**src/rtl/alu_mult_seq.sv**
```systemverilog
// Sequential 16x16 unsigned shift-and-add multiplier driving the shared ALU.
// Define MULT_EARLY_EXIT_EN to finish as soon as the multiplier runs out of set bits.
module alu_mult_seq (
  input  logic        clk,
  input  logic        rst,
  input  logic        start,
  input  logic [15:0] opA,
  input  logic [15:0] opB,
  output logic        busy,
  output logic        done,
  output logic [15:0] product,
  output logic        ovf,
  output logic [15:0] alu_A,
  output logic [15:0] alu_B,
  output logic [3:0]  alu_Op,
  output logic        alu_Cin,
  output logic        alu_invA,
  output logic        alu_invB,
  output logic        alu_sign,
  input  logic [15:0] alu_Out,
  input  logic        alu_Ofl
);

  typedef enum logic [1:0] {
    S_IDLE,
    S_ADD,
    S_SHIFT,
    S_DONE
  } state_t;

  localparam logic [3:0] OP_ADD = 4'h4;
  localparam logic [3:0] OP_SLL = 4'h1;

  state_t      state;
  logic [15:0] p_q;
  logic [15:0] m_q;
  logic [15:0] q_q;
  logic [4:0]  cnt_q;
  logic        ovf_q;
  logic        busy_q;
  logic        done_q;
  logic [15:0] q_sh;
  logic        last;

  assign q_sh = q_q >> 1;

`ifdef MULT_EARLY_EXIT_EN
  assign last = (q_sh == 16'h0) || (cnt_q == 5'd15);
`else
  assign last = (cnt_q == 5'd15);
`endif

  always_ff @(posedge clk or posedge rst) begin
    if (rst) begin
      state  <= S_IDLE;
      p_q    <= '0;
      m_q    <= '0;
      q_q    <= '0;
      cnt_q  <= '0;
      ovf_q  <= 1'b0;
      busy_q <= 1'b0;
      done_q <= 1'b0;
    end else begin
      unique case (state)
        S_IDLE: begin
          if (start) begin
            p_q    <= '0;
            m_q    <= opA;
            q_q    <= opB;
            cnt_q  <= '0;
            ovf_q  <= 1'b0;
            busy_q <= 1'b1;
            state  <= S_ADD;
          end
        end
        S_ADD: begin
          if (q_q[0]) begin
            p_q   <= alu_Out;
            ovf_q <= ovf_q | alu_Ofl;
          end
          state <= S_SHIFT;
        end
        S_SHIFT: begin
          m_q   <= alu_Out;
          q_q   <= q_sh;
          cnt_q <= cnt_q + 5'd1;
          // a multiplicand bit leaving the top would still be added later
          if (m_q[15] && (q_sh != 16'h0))
            ovf_q <= 1'b1;
          if (last) begin
            done_q <= 1'b1;
            state  <= S_DONE;
          end else begin
            state <= S_ADD;
          end
        end
        S_DONE: begin
          done_q <= 1'b0;
          busy_q <= 1'b0;
          state  <= S_IDLE;
        end
        default: state <= S_IDLE;
      endcase
    end
  end

  always_comb begin
    alu_A  = '0;
    alu_B  = '0;
    alu_Op = '0;
    unique case (state)
      S_ADD: begin
        alu_A  = p_q;
        alu_B  = m_q;
        alu_Op = OP_ADD;
      end
      S_SHIFT: begin
        alu_A  = m_q;
        alu_B  = 16'h0001;
        alu_Op = OP_SLL;
      end
      default: ;
    endcase
  end

  assign alu_Cin  = 1'b0;
  assign alu_invA = 1'b0;
  assign alu_invB = 1'b0;
  assign alu_sign = 1'b0;
  assign busy     = busy_q;
  assign done     = done_q;
  assign product  = p_q;
  assign ovf      = ovf_q;

endmodule

```
**config.mk**
```make
export PLATFORM = sky130hd
export DESIGN_NAME = alu_mult_seq
export DESIGN_NICKNAME = d
export VERILOG_FILES = /design/src/rtl/alu_mult_seq.sv
export SDC_FILE = /design/constraint.sdc
export NUM_CORES = 1
export LEC_CHECK = 0
export ABC_AREA = 0
export ABC_CLOCK_PERIOD_IN_PS = 2400
export BUFFER_PORTS_ARGS = -buffer_cell sky130_fd_sc_hd__buf_2
export CAP_MARGIN = 20
export CORE_MARGIN = 10
export CORE_UTILIZATION = 50
export CTS_BUF_LIST = sky130_fd_sc_hd__clkbuf_8
export DETAILED_ROUTE_END_ITERATION = 16
export GPL_ROUTABILITY_DRIVEN = 0
export PLACE_DENSITY = 0.76
export SLEW_MARGIN = 20
export SYNTH_ARGS = -nofsm -noshare
export SYNTH_HDL_FRONTEND = slang
export SYNTH_SLANG_ARGS = --single-unit
```
**constraint.sdc**
```tcl
create_clock -name clk -period 2.4 [get_ports clk]
set_clock_uncertainty 0.15 [all_clocks]
set_input_delay 0.24 -clock clk [delete_from_list [all_inputs] [get_ports clk]]
set_output_delay 0.24 -clock clk [all_outputs]
set_load 0.005 [all_outputs]
```
# Yosys cells after proc, flatten, opt, wreduce, memory -nomap -nowiden
# Index checks and enable logic that the tools add are counted.
# Widths: inputs -> output; s select.
# word_totals
elab_cells	54
output_inout_bits	59
regBits	58
input_bits	52
# classes
reduce_logical	13
n_eq_ne	8
muxes	23
bitwise_logic	1
addsub	1
# op_table
cell	n
$pmux 16 s2	5
$mux 16	4
$reduce_bool 16->1	1
$pmux 5 s2	1
$ne 2x2->1 const B	4
$pmux 2 s4	1
$reduce_bool 2->1	4
$pmux 3 s2	1
$reduce_and 2->1	3
$add 5x1->5 const B	1
$eq 5x4->1 const B	1
$mux 1	5
$mux 5	1
$eq 2x2->1 const B	2
$mux 2	2
$pmux 1 s2	2
$reduce_and 4->1	1
$pmux 1 s3	1
$reduce_and 3->1	1
$reduce_bool 3->1	1
$eq 2x1->1 const B	1
$logic_not 2->1	1
$logic_and 1x1->1	1
$or 1x1->1	1

# Depth between registers and ports, before layout
# logic_depth
ltp_word	4
mapped_depth	8
depth_no_buf	6

# Worst setup path after synthesis
# Ideal clock, no wire load.
# synth_path
path_kind	reg2out
from	reg state[0]
to	out alu_A[12]
n_path_buf	2
slack_ps	425
stages_incl_launch_ff	7
t_arrival_ps	1585
required_time_ps	2010
cell_sequence	dfrtp_1 inv_1 ha_1 and2_1 clkbuf_1 buf_2 a22o_1
# synth_via
elab_chain_len	2
# synth_rtl
element	line	rtl
from (decl)	34	state_t state;
from (signal assigned)	55	state <= S_IDLE;
from (signal assigned)	73	state <= S_ADD;
from (signal assigned)	81	state <= S_SHIFT;
$eq 2x2->1 or $eq 2x1->1 (tied branches)	111	unique case (state)
$pmux 16 s2 *	111	
to (decl)	13	output logic [15:0] alu_A,
# Every way passes the cells marked *; elsewhere a longest branch is shown, timed or not.

# Final worst setup path
# layout_path
from	reg state[0]
to	out alu_A[15]
# Same word-level chain as after synthesis.

==> flow_metrics.env <==
export IMPL_crit_path_end_kind="output port"
export IMPL_cts_buffer_depth=2
export IMPL_synth_cells=311
export IMPL_wl_per_cell_um=17.6
export IMPL_fp_dieH_um=98.8
export IMPL_syn_cell_area_um2=3110
export IMPL_reg2reg_depth=5
export IMPL_hold_class="in -> reg"
export IMPL_initial_core_util_pct=51.9
export IMPL_fin_crit_ns=2.27
export IMPL_clk_pin_slew_worst_paths_ns=0.06
export IMPL_fillers=496
export IMPL_die_area_um2=9770
export IMPL_leakage_nw=2.10
export IMPL_r2r_start="state[0]"
export IMPL_io_pins=111
export IMPL_ys_types=36
export IMPL_synth_seq_cells=58
export IMPL_status="finished clean"
export IMPL_critPathRequiredTime_ns=2.01
export IMPL_drc=0
export IMPL_critical_path_cell_chain="inv_1, ha_2, and2_4, a22o_1, buf_2"
export IMPL_grt_max_degree=53
export IMPL_drive_gt1_share_pct=31.7
export IMPL_synth_main_ff_cell="dfrtp_1"
export IMPL_rsz0062_at_grt="no"
export IMPL_post_route_period_util_pct=94.6
export IMPL_async_reset_ff_share_pct=100
export IMPL_synth_edff_count=0
export IMPL_portBuffers=104
export IMPL_via_per_inst=5.50
export IMPL_final_common_cell="buf_2"
export IMPL_antenna_found_initial=0
export IMPL_synth_compound_area_share_pct=19.2
export IMPL_cpPeakStageDelay_ns=0.45
export IMPL_antenna_cells=0
export IMPL_report_final_slew_viol_count=0
export IMPL_fin_nets=482
export IMPL_critPathSlowestCell="dfrtp_1"
export IMPL_yosys_mux_area_fraction_pct=11.4
export IMPL_clock_latency_ns=0.33
export IMPL_overflow=0
export IMPL_place_hpwl_um=6180
export IMPL_ys_seq_area_share_pct=46.7
export IMPL_slew_headroom_pct=53.7
export IMPL_finalSetupViolCount=0
export IMPL_hp_start="alu_Out[5]"
export IMPL_worstSetupStartpointType="flop"
export IMPL_cts_buffers=9
export IMPL_htreeDepth=3
export IMPL_root_buffer="clkbuf_8"
export IMPL_synth_simple_area_share_pct=12.7
export IMPL_seqCellArea_um2=1450
export IMPL_synthAdderAreaFrac_pct=3.22
export IMPL_multi_input_area_um2=1500
export IMPL_cap_violations=0
export IMPL_crit_fanout=17
export IMPL_worstMarginPinSlew_ns=0.695
export IMPL_die_w_um=98.8
export IMPL_first_pass_iters=4
export IMPL_r2r_end="product[6]"
export IMPL_hold_end="product[5]"
export IMPL_antenna_left=0
export IMPL_synth_top_family_by_area="compound AO/OA/AOI/OAI gates"
export IMPL_grt_pass1_wl_um=14200
export IMPL_place_worst_setup_slack_ns=0.167
export IMPL_hold_viol=0
export IMPL_num_rows=28
export IMPL_placeableCoreArea_um2=5990
export IMPL_syn2layout_area_growth_pct=29.6
export IMPL_wl_um=8840
export IMPL_yosysWarnings=0
export IMPL_vias=2754
export IMPL_fin_util_pct=67.2
export IMPL_fmax_mhz=441
export IMPL_crit_family="flip-flops"
export IMPL_final_cell_mix="buf_2, dfrtp_1, o21ai_0, nand2_1, mux2i_1"
export IMPL_holdPathStages=2
export IMPL_setup_tns_ns=0
export IMPL_synth_xor_area_share_pct=0.282
export IMPL_drt_iter0_drc=151
export IMPL_grt_pass1_vias=2806
export IMPL_arrival_ns=1.88
export IMPL_worst_path_buf_inv=2
export IMPL_grt_usage_pct=17.6
export IMPL_cts_sinks=58
export IMPL_reg2reg_slack_ns=0.27
export IMPL_power_density_nw_per_um2=1350
export IMPL_critPathKind="reg -> out"
export IMPL_ir_worst_vdd_mv=0.859
export IMPL_tritoncts="built"
export IMPL_fin_ws_ns=0.130
export IMPL_syn_area_per_cell_um2=9.99
==> synthesized netlist by cell type, types with 2 or more instances <==
master / n / area, um2
dfrtp_1: 58 / 1450
a22o_1: 32 / 280
a31oi_1: 2 / 12.5
and2_1: 2 / 12.5
buf_2: 13 / 65.1
buf_4: 7 / 52.6
nand2_1: 41 / 154
nand4_1: 2 / 12.5
nor3_1: 2 / 10.0
and3_1: 18 / 113
o22ai_1: 2 / 12.5
mux2i_1: 34 / 340
nor2_1: 2 / 7.51
inv_1: 9 / 33.8
nor4_1: 4 / 25.0
clkbuf_1: 9 / 33.8
ha_1: 8 / 100
o21ai_0: 43 / 215
o21ai_1: 2 / 10.0
a21oi_1: 5 / 25.0
==> final cells by class <==
type	instances	share of cell area, %
multi-input cells	219	37.2
flip-flops and latches	58	36.0
clock inverters	3	0.963
inverters	9	0.839
clock buffers	12	4.10
well taps	75	2.33
repair buffers	125	18.6
==> repair_timing <==
item,in CTS,in global routing
endpoints found under the setup margin,17,22
endpoints found under the hold margin,38,0
hold buffers,13,0
resized for setup,2,3
setup buffers,0,0
cloned,0,0
==> cell families (layout without fill, tap and decap cells) <==
group,after synthesis,count (layout)
simple gates,78,78
flops,58,58
mux,35,35
fa+ha+maj,8,8
compound gates,91,91
other cells,1,6
xor+xnor,1,1
buf+inv,39,149
==> state kept, by name (all words and copies together), names as in the netlist <==
register  cells
q_q          16
product      16
cnt_q         5
ovf           1
state         2
done          1
busy          1
m_q          16
==> power by group <==
part           leakage (nW)  switching, mW  internal, mW
Combinational          1.25           1.46          1.20
Clock                 0.110          0.368         0.553
Sequential            0.740          0.396          1.45
==> per-layer routing <==
metal | track usage [%] | part of all wire, % | vias to the layer above
met1 | 21.7 | 43 | 1315
met4 | 7.72 | 2.0 | 0
li1 | - | - | 1334
met2 | 28.0 | 49 | 92
met5 | 0 | 0 | -
met3 | 4.82 | 6.4 | 13
==> through the flow <==
stage / hold slack, ns / power, mW / area, um2 / instances
2_1_floorplan: 0.223 / 3.48 / 3130 / 316
3_3_place_gp: 0.191 / 4.35 / 3690 / 473
3_5_place_dp: 0.193 / 4.45 / 3690 / 473
4_1_cts: 0.00594 / 5.41 / 4020 / 501
5_1_grt: 0.0111 / 5.82 / 4030 / 501
6_report: 0.0102 / 5.43 / 4030 / 501
==> worst max path at each step <==
stage,from,end,slack (ns),depth (start not counted)
after floorplan,state[0],alu_A[12],0.42,6
after global placement,state[0],product[2],0.26,5
after detailed placement,state[0],product[6],0.17,5
after CTS,state[1],alu_A[15],0.04,5
after global routing,state[1],alu_A[15],0.04,5
final,state[0],alu_A[15],0.13,5
No activity file was read; power rests on OpenSTA's default activity.
